## config.mk

```make
export PLATFORM = sky130hd
export DESIGN_NAME = load_store_unit
export DESIGN_NICKNAME = d
export VERILOG_FILES = /design/src/rtl/lsu_pkg.sv /design/src/rtl/load_formatter.sv /design/src/rtl/load_store_unit.sv
export SDC_FILE = /design/constraint.sdc
export NUM_CORES = 1
export LEC_CHECK = 0
export BUFFER_PORTS_ARGS = -buffer_cell sky130_fd_sc_hd__buf_2
export CORE_MARGIN = 2
export CORE_UTILIZATION = 40
export DETAILED_ROUTE_END_ITERATION = 7
export PLACE_DENSITY = 0.68
export SLEW_MARGIN = 30
export SYNTH_ARGS = -nofsm -noshare
export SYNTH_HDL_FRONTEND = slang
export SYNTH_HIERARCHICAL = 1
export SYNTH_SLANG_ARGS = --single-unit
export TNS_END_PERCENT = 100
```

## constraint.sdc

```tcl
create_clock -name clk -period 2.35 [get_ports clk]
set_clock_uncertainty 0.05 [all_clocks]
set_input_delay 0.235 -clock clk [delete_from_list [all_inputs] [get_ports clk]]
set_output_delay 0.235 -clock clk [all_outputs]
set_load 0.02 [all_outputs]
```

## src/rtl/lsu_pkg.sv

```systemverilog
// Shared definitions for the load/store unit: access-size codes, FSM states
// and the helpers that decide legality and build store lane data.
package lsu_pkg;

  localparam logic [2:0] F3_B  = 3'b000;
  localparam logic [2:0] F3_H  = 3'b001;
  localparam logic [2:0] F3_W  = 3'b010;
  localparam logic [2:0] F3_BU = 3'b100;
  localparam logic [2:0] F3_HU = 3'b101;

  typedef enum logic [1:0] {IDLE, REQ, WAIT, DONE} lsu_state_t;

  // Alignment and encoding check; unsigned sizes exist only for loads.
  function automatic logic is_legal(input logic write, input logic [2:0] funct3,
                                    input logic [1:0] offset);
    logic ok;
    case (funct3)
      F3_B:    ok = 1'b1;
      F3_H:    ok = ~offset[0];
      F3_W:    ok = (offset == 2'b00);
      F3_BU:   ok = ~write;
      F3_HU:   ok = ~write & ~offset[0];
      default: ok = 1'b0;
    endcase
    return ok;
  endfunction

  // Byte lanes touched by an access of the given size at the given offset.
  function automatic logic [3:0] byte_en(input logic [2:0] funct3, input logic [1:0] offset);
    logic [3:0] en;
    case (funct3)
      F3_B, F3_BU: en = 4'b0001 << offset;
      F3_H, F3_HU: en = offset[1] ? 4'b1100 : 4'b0011;
      default:     en = 4'b1111;
    endcase
    return en;
  endfunction

  // Replicate the store operand across lanes so the byte enables pick it out.
  function automatic logic [31:0] store_data(input logic [2:0] funct3, input logic [31:0] wdata);
    logic [31:0] d;
    case (funct3)
      F3_B, F3_BU: d = {4{wdata[7:0]}};
      F3_H, F3_HU: d = {2{wdata[15:0]}};
      default:     d = wdata;
    endcase
    return d;
  endfunction

endpackage

```

## src/rtl/load_formatter.sv

```systemverilog
// Extracts the addressed byte/halfword from a bus word and sign- or
// zero-extends it; a full word passes through.
module load_formatter
  import lsu_pkg::*;
(
  input  logic [31:0] rdata,
  input  logic [1:0]  offset,
  input  logic [2:0]  funct3,
  output logic [31:0] data
);

  logic [31:0] shifted;

  assign shifted = rdata >> {offset, 3'b000};

  // Size/sign selection on the lane-aligned word
  always_comb begin
    data = rdata;
    case (funct3)
      F3_B:    data = {{24{shifted[7]}}, shifted[7:0]};
      F3_H:    data = {{16{shifted[15]}}, shifted[15:0]};
      F3_BU:   data = {24'h0, shifted[7:0]};
      F3_HU:   data = {16'h0, shifted[15:0]};
      default: data = rdata;
    endcase
  end

endmodule

```

## src/rtl/load_store_unit.sv

```systemverilog
// Load/store unit: takes one memory instruction from the core, runs the bus
// request and read-response handshakes, formats load data and stalls the
// core until the access completes, faults or times out.
//
// Bus handshake: BusValid is raised in REQ with address/we/data/enables held
// stable; the request is accepted on the first cycle with BusValid & BusReady
// and BusValid drops the following cycle. A load response is taken only in
// WAIT, i.e. on a BusRValid cycle strictly after acceptance.
module load_store_unit
  import lsu_pkg::*;
#(
  parameter int TIMEOUT_CYCLES = 255,
  parameter int ADDR_W         = 32
) (
  input  logic              clk,
  input  logic              reset,
  input  logic              MemReq,
  input  logic              MemWrite,
  input  logic [2:0]        Funct3,
  input  logic [ADDR_W-1:0] Address,
  input  logic [31:0]       WriteData,
  output logic [31:0]       DataMemRead,
  output logic              Stall,
  output logic              AccessFault,
  output logic              BusError,
  output logic              BusValid,
  input  logic              BusReady,
  output logic              BusWe,
  output logic [ADDR_W-1:0] BusAddr,
  output logic [31:0]       BusWData,
  output logic [3:0]        BusByteEn,
  input  logic              BusRValid,
  input  logic [31:0]       BusRData,
  output lsu_state_t        debug_state
);

  localparam int CNT_W = $clog2(TIMEOUT_CYCLES + 1);

  lsu_state_t     state;
  logic [CNT_W-1:0] tmo_cnt;
  logic [1:0]     offset_q;
  logic [2:0]     funct3_q;
  logic           legal;
  logic           take;
  logic           tmo_hit;
  logic [31:0]    load_data;

  assign legal       = is_legal(MemWrite, Funct3, Address[1:0]);
  assign take        = (state == IDLE) && MemReq && legal;
  assign Stall       = take || (state == REQ) || (state == WAIT);
  // ">=" so an acceptance on the last allowed cycle still aborts in WAIT.
  assign tmo_hit     = (tmo_cnt >= CNT_W'(TIMEOUT_CYCLES - 1));
  assign debug_state = state;

  load_formatter u_load_formatter (
    .rdata  (BusRData),
    .offset (offset_q),
    .funct3 (funct3_q),
    .data   (load_data)
  );

  // Access FSM with registered bus outputs, result and fault pulses
  always_ff @(posedge clk) begin
    if (reset) begin
      state       <= IDLE;
      tmo_cnt     <= '0;
      offset_q    <= '0;
      funct3_q    <= '0;
      DataMemRead <= '0;
      AccessFault <= 1'b0;
      BusError    <= 1'b0;
      BusValid    <= 1'b0;
      BusWe       <= 1'b0;
      BusAddr     <= '0;
      BusWData    <= '0;
      BusByteEn   <= '0;
    end else begin
      AccessFault <= 1'b0;
      BusError    <= 1'b0;
      case (state)
        IDLE: begin
          tmo_cnt <= '0;
          if (MemReq) begin
            if (legal) begin
              offset_q  <= Address[1:0];
              funct3_q  <= Funct3;
              BusAddr   <= {Address[ADDR_W-1:2], 2'b00};
              BusWe     <= MemWrite;
              BusWData  <= store_data(Funct3, WriteData);
              BusByteEn <= byte_en(Funct3, Address[1:0]);
              BusValid  <= 1'b1;
              state     <= REQ;
            end else begin
              AccessFault <= 1'b1;
            end
          end
        end
        REQ: begin
          tmo_cnt <= tmo_cnt + CNT_W'(1);
          if (BusReady) begin
            BusValid <= 1'b0;
            state    <= BusWe ? DONE : WAIT;
          end else if (tmo_hit) begin
            BusValid    <= 1'b0;
            BusError    <= 1'b1;
            DataMemRead <= '0;
            state       <= DONE;
          end
        end
        WAIT: begin
          tmo_cnt <= tmo_cnt + CNT_W'(1);
          if (BusRValid) begin
            DataMemRead <= load_data;
            state       <= DONE;
          end else if (tmo_hit) begin
            BusError    <= 1'b1;
            DataMemRead <= '0;
            state       <= DONE;
          end
        end
        default: begin
          tmo_cnt <= '0;
          state   <= IDLE;
        end
      endcase
    end
  end

endmodule

```

==> impl_metrics.ini <==
[routing]
wirelength_mm = 16.6
vias_per_cell = 5.23
wire_per_inst_microns = 15.5
drc = 0
vias = 5592
drt-initial-drc-count = 518
drtAntennaViolNets = 0
dr.pass1.iters = 5

[synth]
ys_ff_latch = 117
yosys-top-cells-area = dfxtp_1 43%, nand2_1 13%, a21oi_1 8.3%
synth_area_sq_mm = 0.00541
yosysSeqAreaShare_pct = 43.3
synth_top_cell_area_share_pct = 43.3
synth_most_common_cell = nand2_1
postSynthAreaPerCell_sq_um = 7.95
synth_cell_types = 54
syn_inst = 680
synth_top_area_cell = dfxtp_1
ys_warn_count = 6
ys_async_sr_fraction_pct = 0
synth_commonest_cells = 182 x nand2_1, 117 x dfxtp_1, 90 x a21oi_1, 37 x nand3_1, 34 x clkbuf_1
synth-edff-count = 0
ys.flop_type = dfxtp_1

[cells_and_area]
fin_cells = 1070
syn2layout_area_growth_pct = 35.3
fill_cells = 1329
num_antenna_cells = 0
final_nets = 993
final_util_pct = 55.2
drive_gt1_share_pct = 31.5

[sta]
setup_viol = 0
grt_setup_unrepaired = no
hold_violations = 0
max_freq_mhz = 450
setup_tns_ns = 0
post-route-period-util_pct = 94.7
max-slew-margin-rel_pct = 55.6
tightest_slew_ns = 0.664
min_period_ns = 2.22
report.final.slew_viol_count = 0
whs_ns = 0.00835

[worst_setup_path]
start_kind = flip-flop
worstPathCellList = inv_1 -> ha_2 -> nand2_2 -> o21ba_4 -> or3_1 -> buf_2
crit_path_end_kind = output port
required_ns = 2.07
cpPeakStageDelay_ns = 0.36
worstPathMaxFanout = 17
path_class = flip-flop to output port
crit_arrival_ns = 1.94
cpMaxStageDelayCell = dfxtp_2

[clock_network]
cts_inserted_buffers = 17
cts_tree = yes
path_clk_slew_ns = 0.06
clock_latency_ns = 0.41
clockBufferDepth = 2
htreeDepth = 4
root_buffer = clkbuf_16
numClockSinks = 117

[global_route]
grtUsageTotal_pct = 22.7
grt-ovfl-total = 0
grt_start_max_net_pins = 108
antenna_found_initial = 1
grt_pass1_vias = 5311
grt_pass1_wl_mm = 26.1

[die]
dieArea_sq_mm = 0.0145
num_io_pins = 212
die_h_microns = 120
initial_core_util_pct = 40.8
core-area_sq_mm = 0.0132
die_w_microns = 120
num_rows = 42

[power]
power_frac_seq_pct = 35.5
pwr_density_cell_mw_per_mm2 = 894
swShare_pct = 32.2
peakVddDrop_uv = 474
comb_power_share_pct = 24.3
p_int_mw = 4.43
power_frac_clock_pct = 40.2
p_leak_nw = 3.10
switchingPower_mw = 2.11

[placed_design]
place_inst = 1029
place.gp.congestion = 0.865
dp_hpwl_mm = 11.7
portBuffers = 209

[run_status]
outcome = finished, final reports clean

[hold_path]
min_path_type = input port to flip-flop

[job]
drv_cap = 0
==> worst max-delay path, delay by kind of cell (launching register included) <==
family	cells	cell delay, ns
compound gates	1	0.25
simple gates	2	0.44
fa+ha+maj	1	0.23
buf+inv	2	0.26
flops	1	0.36
==> what timing repair did <==
item,CTS,global route
buffers inserted,0,0
gates resized for setup,2,2
cloned,1,0
endpoints found under the hold margin,8,0
setup endpoints to repair,1,1
pin swaps,0,0
hold buffers,8,0
==> path summary, 6_finish.rpt <==
kind / from / to / slack, ns / cells past startpoint
hold / removal: Address[16] / BusAddr[16]$_SDFFE_PP0P_ / 0.008 / 3
setup / recovery: debug_state[0]$_SDFFE_PP0P_ / Stall / 0.13 / 6
hold reg to reg: BusAddr[28]$_SDFFE_PP0P_ / BusAddr[28]$_SDFFE_PP0P_ / 0.40 / 2
setup reg to reg: debug_state[0]$_SDFFE_PP0P_ / BusWData[9]$_SDFFE_PP0P_ / 0.46 / 7
==> placed cells by master (no fill, tap or decap), types with 5 or more instances in the layout <==
cell | netlist | layout
a211oi_1 | 11 | 11
a21oi_1 | 90 | 90
a221oi_1 | 5 | 5
a22oi_1 | 5 | 5
a311oi_1 | 10 | 10
buf_2 | 7 | 208
buf_4 | 6 | 13
clkbuf_16 | 0 | 17
dfxtp_1 | 117 | 115
dlygate4sd3_1 | 0 | 8
ha_1 | 7 | 6
inv_1 | 10 | 10
mux2_2 | 7 | 7
mux2i_1 | 20 | 20
nand2_1 | 182 | 181
nand3_1 | 37 | 37
nor2_1 | 31 | 31
o211ai_1 | 9 | 9
o21ai_0 | 31 | 31
o31ai_1 | 7 | 7
==> cell type report <==
type	count	area, sq um	area share, %
clock buffers	20	467	6.38
clock inverters	12	144	1.97
well taps	176	220	3.01
multi-input cells	502	2820	38.5
flip-flops and latches	117	2340	32.1
inverters	11	41.3	0.564
repair buffers	232	1280	17.5
==> state kept, by name, summed over array words and instances (netlist names) <==
signal / count
AccessFault: 1
BusAddr: 30
BusByteEn: 4
BusError: 1
BusValid: 1
BusWData: 32
BusWe: 1
DataMemRead: 32
debug_state: 2
funct3_q: 3
offset_q: 2
tmo_cnt: 8
==> through the flow <==
step / power (mW) / instance area [sq um] / setup WS [ns]
after CTS: 6.57 / 7310 / 0.0157
after floorplan: 3.38 / 5410 / 0.425
after global placement: 3.91 / 6610 / 0.387
after detailed placement: 3.92 / 6610 / 0.258
after global routing: 6.85 / 7320 / 0.0367
final: 6.54 / 7320 / 0.126
==> cells by family after synthesis <==
group | after synthesis | synth area share (%)
AOI/OAI and AO/OA | 191 | 22.7
DFF | 117 | 43.3
and+or+nand+nor | 268 | 20.6
buffers and inverters | 63 | 5.25
muxes | 28 | 5.58
other | 1 | 0.0693
adders and majority gates | 7 | 1.62
xor gates and xnor gates | 5 | 0.810
==> routing by layer <==
metal,wire (microns),track usage (%),part of all wire (%)
met1,6870,27.4,41
met2,8060,37.6,48
met3,1360,6.89,8.2
met4,345,9.45,2.1
met5,0,0,0
==> power groups by stage <==
stage          registers (mW)  clock network (mW)  logic [mW]
6_report                 2.32                2.63        1.59
2_1_floorplan            2.57                   0       0.809
3_3_place_gp             2.35                   0        1.56
3_5_place_dp             2.36                   0        1.56
4_1_cts                  2.32                2.67        1.59
5_1_grt                  2.34                2.76        1.75
Note: power is estimated with default switching activity, not from simulation.
